**src/rtl/jtpopeye_rom_pkg.sv**
```systemverilog
// ---------------------------------------------------------------------------
// jtpopeye_rom_pkg : shared types and constants for the Popeye ROM arbiter
// Revision: 1.0
// ---------------------------------------------------------------------------
`default_nettype none

package jtpopeye_rom_pkg;

  typedef enum logic [1:0] {
    ST_IDLE = 2'd0,
    ST_REQ  = 2'd1,
    ST_WAIT = 2'd2
  } state_t;

  localparam logic [21:0] C_OFF0 = 22'h000000;
  localparam logic [21:0] C_OFF1 = 22'h004000;
  localparam logic [21:0] C_OFF2 = 22'h006000;

  function automatic logic [1:0] next_slot(input logic [1:0] s);
    return (s == 2'd2) ? 2'd0 : s + 2'd1;
  endfunction

endpackage

`default_nettype wire

```
**src/rtl/jtpopeye_rom_slot.sv**
```systemverilog
// ---------------------------------------------------------------------------
// jtpopeye_rom_slot : one-entry 32-bit line cache for a single ROM requester
// Revision: 1.0
// ---------------------------------------------------------------------------
`default_nettype none

module jtpopeye_rom_slot #(
  parameter int AW      = 15,
  parameter int TAG_LSB = 2,
  parameter int DW      = 8
) (
  input  logic                  clk,
  input  logic                  rst,
  input  logic                  clr,
  input  logic                  inv,
  input  logic [AW-1:0]         addr,
  input  logic                  cs,
  output logic                  ok,
  output logic [DW-1:0]         dout,
  output logic [AW-TAG_LSB-1:0] tag,
  input  logic                  fill_en,
  input  logic [AW-TAG_LSB-1:0] fill_tag,
  input  logic [31:0]           fill_data
);

  localparam int TW = AW - TAG_LSB;

  logic [TW-1:0] tag_q,   tag_d;
  logic          valid_q, valid_d;
  logic [31:0]   line_q,  line_d;

  assign tag = addr[AW-1:TAG_LSB];
  assign ok  = cs & valid_q & ~inv & (tag == tag_q);

  always_comb begin
    tag_d   = tag_q;
    valid_d = valid_q;
    line_d  = line_q;
    // A fill landing while a download runs is dropped on purpose
    if (inv) begin
      valid_d = 1'b0;
    end else if (fill_en) begin
      tag_d   = fill_tag;
      valid_d = 1'b1;
      line_d  = fill_data;
    end
    if (clr) begin
      tag_d   = '0;
      valid_d = 1'b0;
      line_d  = '0;
    end
  end

  always_ff @(posedge clk or posedge rst) begin
    if (rst) begin
      tag_q   <= '0;
      valid_q <= 1'b0;
      line_q  <= '0;
    end else begin
      tag_q   <= tag_d;
      valid_q <= valid_d;
      line_q  <= line_d;
    end
  end

  generate
    if (DW == 32) begin : g_full
      logic unused_sel;
      assign unused_sel = ^addr[TAG_LSB-1:0];
      assign dout       = line_q;
    end else begin : g_part
      localparam int SW = $clog2(32 / DW);
      localparam int BW = $clog2(DW);
      logic [SW-1:0] sel;
      assign sel  = addr[SW-1:0];
      assign dout = line_q[{sel, {BW{1'b0}}} +: DW];
    end
  endgenerate

endmodule

`default_nettype wire

```
**src/rtl/jtpopeye_rom_arbiter.sv**
```systemverilog
// ---------------------------------------------------------------------------
// jtpopeye_rom_arbiter : three cached ROM requesters sharing one SDRAM port
// Revision: 1.0
// ---------------------------------------------------------------------------
`default_nettype none

module jtpopeye_rom_arbiter
  import jtpopeye_rom_pkg::*;
#(
  parameter int          AW0  = 15,
  parameter int          AW1  = 13,
  parameter int          AW2  = 14,
  parameter logic [21:0] OFF0 = C_OFF0,
  parameter logic [21:0] OFF1 = C_OFF1,
  parameter logic [21:0] OFF2 = C_OFF2
) (
  input  logic           clk,
  input  logic           rst,
  input  logic           loop_rst,
  input  logic           downloading,
  input  logic [AW0-1:0] slot0_addr,
  input  logic           slot0_cs,
  output logic           slot0_ok,
  output logic [7:0]     slot0_dout,
  input  logic [AW1-1:0] slot1_addr,
  input  logic           slot1_cs,
  output logic           slot1_ok,
  output logic [15:0]    slot1_dout,
  input  logic [AW2-1:0] slot2_addr,
  input  logic           slot2_cs,
  output logic           slot2_ok,
  output logic [31:0]    slot2_dout,
  output logic [21:0]    sdram_addr,
  output logic           sdram_req,
  input  logic           sdram_ack,
  input  logic [31:0]    data_read,
  input  logic           data_rdy,
  output logic           refresh_en
);

  localparam int TW0 = AW0 - 2;
  localparam int TW1 = AW1 - 1;
  localparam int TW2 = AW2 - 1;
  localparam int TWA = (TW0 > TW1) ? TW0 : TW1;
  localparam int TWM = (TWA > TW2) ? TWA : TW2;

  state_t         state_q, state_d;
  logic [1:0]     gnt_q,   gnt_d;
  logic [1:0]     last_q,  last_d;
  logic [21:0]    addr_q,  addr_d;
  logic [TWM-1:0] gtag_q,  gtag_d;

  logic [TW0-1:0] tag0;
  logic [TW1-1:0] tag1;
  logic [TW2-1:0] tag2;
  logic [21:0]    la0, la1, la2;
  logic [2:0]     miss;
  logic           fill;
  logic [1:0]     cand;
  logic           found;

  jtpopeye_rom_slot #(.AW(AW0), .TAG_LSB(2), .DW(8)) u_slot0 (
    .clk(clk), .rst(rst), .clr(loop_rst), .inv(downloading),
    .addr(slot0_addr), .cs(slot0_cs), .ok(slot0_ok), .dout(slot0_dout), .tag(tag0),
    .fill_en(fill && gnt_q == 2'd0), .fill_tag(gtag_q[TW0-1:0]), .fill_data(data_read)
  );

  jtpopeye_rom_slot #(.AW(AW1), .TAG_LSB(1), .DW(16)) u_slot1 (
    .clk(clk), .rst(rst), .clr(loop_rst), .inv(downloading),
    .addr(slot1_addr), .cs(slot1_cs), .ok(slot1_ok), .dout(slot1_dout), .tag(tag1),
    .fill_en(fill && gnt_q == 2'd1), .fill_tag(gtag_q[TW1-1:0]), .fill_data(data_read)
  );

  jtpopeye_rom_slot #(.AW(AW2), .TAG_LSB(1), .DW(32)) u_slot2 (
    .clk(clk), .rst(rst), .clr(loop_rst), .inv(downloading),
    .addr(slot2_addr), .cs(slot2_cs), .ok(slot2_ok), .dout(slot2_dout), .tag(tag2),
    .fill_en(fill && gnt_q == 2'd2), .fill_tag(gtag_q[TW2-1:0]), .fill_data(data_read)
  );

  assign la0  = OFF0 + 22'({tag0, 1'b0});
  assign la1  = OFF1 + 22'({tag1, 1'b0});
  assign la2  = OFF2 + 22'({tag2, 1'b0});
  assign miss = {slot2_cs & ~slot2_ok, slot1_cs & ~slot1_ok, slot0_cs & ~slot0_ok};

  assign sdram_addr = addr_q;
  assign sdram_req  = (state_q == ST_REQ);
  assign refresh_en = (state_q == ST_IDLE) & ~(|miss) & ~downloading;

  always_comb begin
    state_d = state_q;
    gnt_d   = gnt_q;
    last_d  = last_q;
    addr_d  = addr_q;
    gtag_d  = gtag_q;
    fill    = 1'b0;
    cand    = next_slot(last_q);
    found   = 1'b0;
    case (state_q)
      ST_IDLE: begin
        if (|miss && !downloading) begin
          // Search starts just after the last winner
          for (int k = 0; k < 3; k++) begin
            if (!found && miss[cand]) begin
              found = 1'b1;
              gnt_d = cand;
            end
            cand = next_slot(cand);
          end
          last_d  = gnt_d;
          state_d = ST_REQ;
          case (gnt_d)
            2'd0:    begin addr_d = la0; gtag_d = TWM'(tag0); end
            2'd1:    begin addr_d = la1; gtag_d = TWM'(tag1); end
            default: begin addr_d = la2; gtag_d = TWM'(tag2); end
          endcase
        end
      end
      ST_REQ: begin
        if (sdram_ack) begin
          if (data_rdy) begin
            fill    = 1'b1;
            state_d = ST_IDLE;
          end else begin
            state_d = ST_WAIT;
          end
        end
      end
      ST_WAIT: begin
        if (data_rdy) begin
          fill    = 1'b1;
          state_d = ST_IDLE;
        end
      end
      default: state_d = ST_IDLE;
    endcase
    if (loop_rst) begin
      state_d = ST_IDLE;
      gnt_d   = 2'd0;
      last_d  = 2'd2;
      addr_d  = '0;
      gtag_d  = '0;
    end
  end

  always_ff @(posedge clk or posedge rst) begin
    if (rst) begin
      state_q <= ST_IDLE;
      gnt_q   <= 2'd0;
      last_q  <= 2'd2;
      addr_q  <= '0;
      gtag_q  <= '0;
    end else begin
      state_q <= state_d;
      gnt_q   <= gnt_d;
      last_q  <= last_d;
      addr_q  <= addr_d;
      gtag_q  <= gtag_d;
    end
  end

endmodule

`default_nettype wire

```
**config.mk**
```make
export PLATFORM = sky130hd
export DESIGN_NAME = jtpopeye_rom_arbiter
export DESIGN_NICKNAME = d
export VERILOG_FILES = /design/src/rtl/jtpopeye_rom_pkg.sv /design/src/rtl/jtpopeye_rom_slot.sv /design/src/rtl/jtpopeye_rom_arbiter.sv
export SDC_FILE = /design/constraint.sdc
export NUM_CORES = 1
export LEC_CHECK = 0
export CORE_MARGIN = 2
export CORE_UTILIZATION = 50
export DETAILED_ROUTE_END_ITERATION = 8
export GPL_ROUTABILITY_DRIVEN = 1
export PLACE_DENSITY = 0.78
export SYNTH_ARGS = -nofsm -noshare
export SYNTH_HDL_FRONTEND = slang
export SYNTH_SLANG_ARGS = --single-unit
export TNS_END_PERCENT = 5
```
**constraint.sdc**
```tcl
create_clock -name clk -period 6.25 [get_ports clk]
set_clock_uncertainty 0.15 [all_clocks]
set_input_delay 1.25 -clock clk [delete_from_list [all_inputs] [get_ports clk]]
set_output_delay 1.25 -clock clk [all_outputs]
set_load 0.02 [all_outputs]
```
==> metrics, run 1 <==
# diodes=0; reg2reg end=u_slot2.tag_q[2]; I/O pin total=166; Startpoint Class=primary input; Iter 0 DRT Violations=between 700 and 800; DIE AREA=roughly 17000 um^2; post-layout min period=roughly 5200 ps; crit path kind=primary input to output pin; DRC violations left=0; crit-path leading delay family=simple AND/OR/NAND/NOR gates; fin crit share=83.6%; Final Hold Viols=0; Top FF cell, synth=dfrtp_1; Yosys top cell area share=around half; Post-Place Cells=between 1000 and 1500; Post-CTS Hold Buffers=0; number of synthesized flops with an enable pin=0; Fill cells=between 1000 and 1500; first-pass GRT wire length=around 38 mm; Mapped Area=between 7000 and 8000 um^2; Worst-path clk slew=roughly 60 ps; largest net degree at the start of global routing=~120; fin nets=between 1000 and 1500; CP endpoint=refresh_en; crit path max-delay cell type=or4_4; mean post-synth cell area=between 8 and 9 um^2; Sink Count=approximately 160; Final Max Tran Viols=0; top cells by area, synth=dfrtp_1, nand2_1, a21oi_1, xor2_1, clkbuf_1; Congestion Overflow GR=0; Initial Util=between 50% and 60%; logic depth of the worst path, buffers included=7; Post-CTS Setup Bufs=0; fin util=~64%; worst reg-to-reg setup slack=~3300 ps; hold path cells=2; via density per instance=between 5 and 6; async set or reset register ratio after synthesis=between 90% and 100%; Worst Hold Class=flop to flop; RSZ-0062 raised after global routing=false; status=complete, no violations; Worst Path Max Fanout=6; Non-Filler Instances=about 1200; Slew headroom=16.2%; Die Wd=~130 um; wire per inst=around 19 um; Synth warnings=0; Post-DP Area=roughly 9500 um^2; Fmax achieved=between 150 and 200 MHz; Critical Path RT=~4900 ps; Total GRT Usage=between 20% and 30%; share of cells above drive strength 1=roughly 7.4%; CP endpoint kind=output pin; die height=130 um; core footprint=15700 um^2; vias in the first global route=6908; delay of the slowest critical-path stage=about 600 ps; PwrDens=245 nW/um^2; worst path cell trace=clkdlybuf4s50_1 > and3b_1 > nand2b_1 > or4_4 > a22oi_4 > and4_1 > clkdlybuf4s50_1; RD Place Congestion=roughly 0.96; worst reg2reg path depth=7; remaining antenna violation count=0; WL final=around 24 mm; Core Rows=46; area growth from synthesis to layout=26.4%; Max H-tree Level=4; share of the yosys chip area belonging to registers=approximately half; WP buf/inv=2; WHS=roughly 370 ps; clock tree from TritonCTS=yes; maximum vdd ir drop=around 180 uV; Arr. time, crit path=approximately 3800 ps; Post-DP HPWL=approximately 16 mm; Yosys cell types=46; TritonRoute pass-1 iters=5; critical path startpoint=downloading; Max Cap Violations=0; Finished Cell Area=10100 um^2; vias=7080; cell taking the most area after synthesis=dfrtp_1; initial antenna violation count=0; number of port buffers=approximately 160; Post-CTS Resized=0; final setup fails=0; Worst-Margin Slew=around 1300 ps; synthesized flop and latch total=approximately 160; Lkg Pwr=4.07 nW; final setup TNS=0 ps; Worst-Skew Late Latency=~430 ps; Cells after Synth=898; number of CTS-inserted buffers=17; most used cell, CP=clkdlybuf4s50_1; Max Buffers Root-to-Sink=2; Root Driver=clkbuf_16; worst flop-to-flop path startpoint=state_q[0]
==> per-stage QoR <==
| stage | setup WS, ps | total power, mW |
|---|---|---|
| 2_1_floorplan | 588 | 1.33 |
| 3_5_place_dp | 1050 | 1.48 |
| 4_1_cts | 1040 | 2.48 |
| 5_1_grt | 994 | 2.56 |
| 3_3_place_gp | 1060 | 1.48 |
| 6_report | 1020 | 2.47 |
==> per-layer routing <==
layer / wire length, um / track usage (%) / up-vias
li1: - / - / 3260
met1: 9710 / 37.9 / 3409
met2: 11400 / 47.0 / 362
met3: 2090 / 7.91 / 49
met4: 788 / 11.9 / 0
met5: 0 / 0 / -
==> flip-flops by register name, indices dropped and copies added (netlist names) <==
name,flops
gnt_q,2
gtag_q,13
last_q,1
sdram_addr,3
state_q,2
u_slot0.line_q,32
u_slot0.tag_q,13
u_slot0.valid_q,1
u_slot1.line_q,32
u_slot1.tag_q,12
u_slot1.valid_q,1
u_slot2.dout,32
u_slot2.tag_q,13
u_slot2.valid_q,1
==> synthesized netlist by cell type, types with 2 or more instances <==
cell,instances
or3_1,3
o21ai_0,3
ha_1,4
nand4bb_1,2
o2111ai_1,12
buf_2,6
buf_6,2
xnor2_1,8
mux2_2,16
buf_4,20
mux4_2,8
and2_1,2
o221ai_1,4
nand3_1,3
clkbuf_1,57
nand2_1,292
a21oi_1,150
a22oi_1,12
inv_1,16
nand4_1,15
a2bb2oi_1,2
o211ai_1,25
xor2_1,30
nor4_1,10
a31oi_1,2
nand2b_1,2
dfrtp_1,157
and3_1,4
nor3_1,7
nor2_1,5
and4_1,3
mux2i_1,2
==> kinds of logic after synthesis <==
logic type,after synthesis,synth area share (%)
AOI/OAI and AO/OA,216,16.1
xor gates and xnor gates,38,4.17
and+or+nand+nor,353,18.6
muxes,26,4.77
other,1,0.0470
buffers and inverters,102,6.03
adders and majority gates,4,0.628
DFF,158,49.6
==> power breakdown <==
group | total, mW | internal, mW | switching (mW)
registers | 1.11 | 1.05 | 0.0523
logic | 0.360 | 0.144 | 0.216
clock network | 1.00 | 0.589 | 0.416
==> area by class of cell <==
class / instances / area, um^2 / share of cell area (%)
flip-flops and latches: 158 / 3960 / 39.2
multi-input cells: 644 / 3570 / 35.4
repair buffers: 167 / 1640 / 16.3
clock buffers: 23 / 488 / 4.84
well taps: 216 / 270 / 2.68
clock inverters: 9 / 85.1 / 0.844
inverters: 16 / 65.1 / 0.645
==> how the worst min path moves through the flow <==
stage                    endpoint                from  slack, ps
2_1_floorplan  u_slot1.line_q[16]  u_slot1.line_q[16]        350
3_3_place_gp   u_slot1.line_q[28]  u_slot1.line_q[28]        360
3_5_place_dp   u_slot1.line_q[19]  u_slot1.line_q[19]        360
4_1_cts        u_slot0.line_q[18]  u_slot0.line_q[18]        370
5_1_grt        u_slot1.line_q[19]  u_slot1.line_q[19]        380
6_report       u_slot1.line_q[19]  u_slot1.line_q[19]        370
==> cells in the final DEF (no fill, tap or decap), drive strengths merged, types with 2 or more instances in the layout <==
master	netlist	layout
a21oi	151	151
a22oi	14	14
a2bb2oi	2	2
a31oi	2	2
and2	2	2
and3	4	4
and4	3	3
buf	29	11
clkbuf	57	23
clkdlybuf4s50	0	156
clkinv	0	5
clkinvlp	0	3
conb	1	7
dfrtp	157	157
ha	4	4
inv	16	16
mux2	16	16
mux2i	2	2
mux4	8	8
nand2	292	292
nand2b	2	2
nand3	3	3
nand4	15	15
nand4bb	2	2
nor2	5	5
nor3	8	8
nor4	10	10
o2111ai	12	12
o211ai	26	26
o21ai	4	4
o221ai	4	4
or3	3	3
xnor2	8	8
xor2	30	30
==> worst register-to-register path, stage by stage, from the launching register on <==
cell and delay [ps]:
dfrtp_1 370, inv_1 90, ha_1 280, nand2_1 60, nor3_1 570, nand3_2 890
nand2_1 320, a21oi_1 100
No activity file was read; power rests on OpenSTA's default activity.
==> run 2: changes to the inputs <==
Clock period 6.25 ns to 4.9 ns, I/O delays scaled along.
==> run 2 against run 1 <==
Sequential share of layout area is 0.23 points lower. Utilization grew 0.37 points. Die area unchanged. Clock-buffer cell count shrank 3. Sequential power rose by 28%. Clock power increased by 26%. Largest power group unchanged.
==> metrics, run 2 (synthesis results as in run 1) <==
Worst-Margin Slew=1050 ps (-208 ps); sequential cell area=3960 um^2 (unchanged); Root Driver=clkbuf_16; initial antenna violation count=0 (unchanged); TritonRoute pass-1 iters=6 (+1); critical path startpoint=slot1_cs; core footprint=15700 um^2 (unchanged); final setup fails=0 (unchanged); Worst-Skew Late Latency=430 ps (about the same); Worst-path clk slew=60 ps (about the same); Initial Util=50.7% (unchanged); Post-DP HPWL=16.9 mm (+6.1%); worst flop-to-flop path startpoint=state_q[1]; Max Buffers Root-to-Sink=2 (unchanged); Sink Count=158 (unchanged); Startpoint Class=primary input; RSZ-0062 raised after global routing=false; Max H-tree Level=4 (unchanged); die height=130 um (unchanged); Multi-input gate area=3570 um^2 (unchanged); remaining antenna violation count=0 (unchanged); Post-Place Cells=1208 (+0.58%); post-layout min period=about 4600 ps; final setup TNS=0 ps (unchanged); CP endpoint kind=output pin; wire per inst=20.0 um (+2.7%); Max Cap Violations=0 (unchanged); DIE AREA=17000 um^2 (unchanged); number of CTS-inserted buffers=17 (unchanged); worst reg2reg path depth=7 (unchanged); vias=7177 (+1.4%); Total GRT Usage=29.8% (+0.55 points); Fmax achieved=around 220 MHz; Congestion Overflow GR=0 (unchanged); worst reg-to-reg setup slack=2000 ps (-1270 ps); share of cells above drive strength 1=8.01% (+0.63 points); area growth from synthesis to layout=27.2%; fin crit share=between 90% and 100%; # diodes=0 (unchanged); clock tree from TritonCTS=yes; status=complete, no violations; PwrDens=311 nW/um^2 (+27%); maximum vdd ir drop=262 uV (+42%); Worst Path Max Fanout=5 (-1); I/O pin total=166 (unchanged); WHS=371 ps (+1.42 ps); via density per instance=5.79 (+0.80%); Arr. time, crit path=3520 ps (-310 ps); Post-CTS Resized=0 (unchanged); Fill cells=1349 (+2.7%); Final Hold Viols=0 (unchanged); most common cell after layout, fill and taps aside=nand2_1; crit path kind=primary input to output pin; Critical Path RT=3770 ps (-1080 ps); RD Place Congestion=0.953 (-0.49%); DRC violations left=0 (unchanged); WL final=24.7 mm (+3.3%); vias in the first global route=6947 (+0.56%); Non-Filler Instances=1240 (+0.57%); Final Max Tran Viols=0 (unchanged); fin nets=1098 (+0.64%); largest net degree at the start of global routing=94 (-21%); number of port buffers=157 (unchanged); Iter 0 DRT Violations=899 (+23%); reg2reg end=u_slot2.tag_q[9]; Core Rows=46 (unchanged); Lkg Pwr=4.10 nW (+0.78%); first-pass GRT wire length=38.1 mm (+1.5%); Post-CTS Setup Bufs=0 (unchanged); Die Wd=130 um (unchanged); Worst Hold Class=flop to flop; Slew headroom=29.8% (+14 points); most frequent cells in the layout=nand2_1, dfrtp_1, clkdlybuf4s50_1, a21oi_1, xor2_1; Final Power=3.15 mW (+28%); Post-CTS Hold Buffers=0 (unchanged); CP endpoint=refresh_en
run 2: area by class of cell:
cell class                      instances  share of cell area, %
Clock buffer                           20                   4.41
Timing Repair Buffer                  174                   17.0
Tap cell                              216                   2.67
Sequential cell                       158                   39.0
Clock inverter                         12                   1.07
Multi-Input combinational cell        644                   35.2
Inverter                               16                  0.629
run 2: worst min-delay path by stage:
stage / depth (start not counted) / startpoint / to
5_1_grt: 2 / u_slot1.line_q[25] / u_slot1.line_q[25]
2_1_floorplan: 2 / u_slot1.line_q[16] / u_slot1.line_q[16]
6_report: 2 / u_slot0.line_q[23] / u_slot0.line_q[23]
3_5_place_dp: 2 / u_slot0.line_q[23] / u_slot0.line_q[23]
4_1_cts: 2 / u_slot1.line_q[26] / u_slot1.line_q[26]
3_3_place_gp: 2 / u_slot1.line_q[22] / u_slot1.line_q[22]
run 2: metal layers:
layer  track usage (%)  up-vias  part of all wire, %
li1                  -     3268                    -
met1              39.5     3531                   41
met2              48.2      339                   48
met3              7.87       39                  8.8
met4              9.80        0                  2.3
met5                 0        -                    0
run 2: per-stage QoR:
stage	cell area [um^2]	setup slack (ps)	util, %
after floorplan	8000	1160	-
after global placement	9580	274	61.0
after detailed placement	9580	255	61.0
after CTS	10100	251	64.5
after global routing	10100	189	64.5
final	10100	251	64.5
run 2: worst max-delay path, cell delays in order:
cell	delay [ps]
clkdlybuf4s50_1	570
and3b_1	310
nand2b_1	80
or4_4	590
a22oi_4	160
and4_1	220
clkdlybuf4s50_1	600
run 2: report_power, final:
group	switching [mW]	internal, mW	leakage (nW)	total [mW]
clock	0.550	0.715	0.271	1.26
combinational	0.283	0.189	1.64	0.472
sequential	0.0712	1.34	2.20	1.42
total	0.905	2.25	4.10	3.15
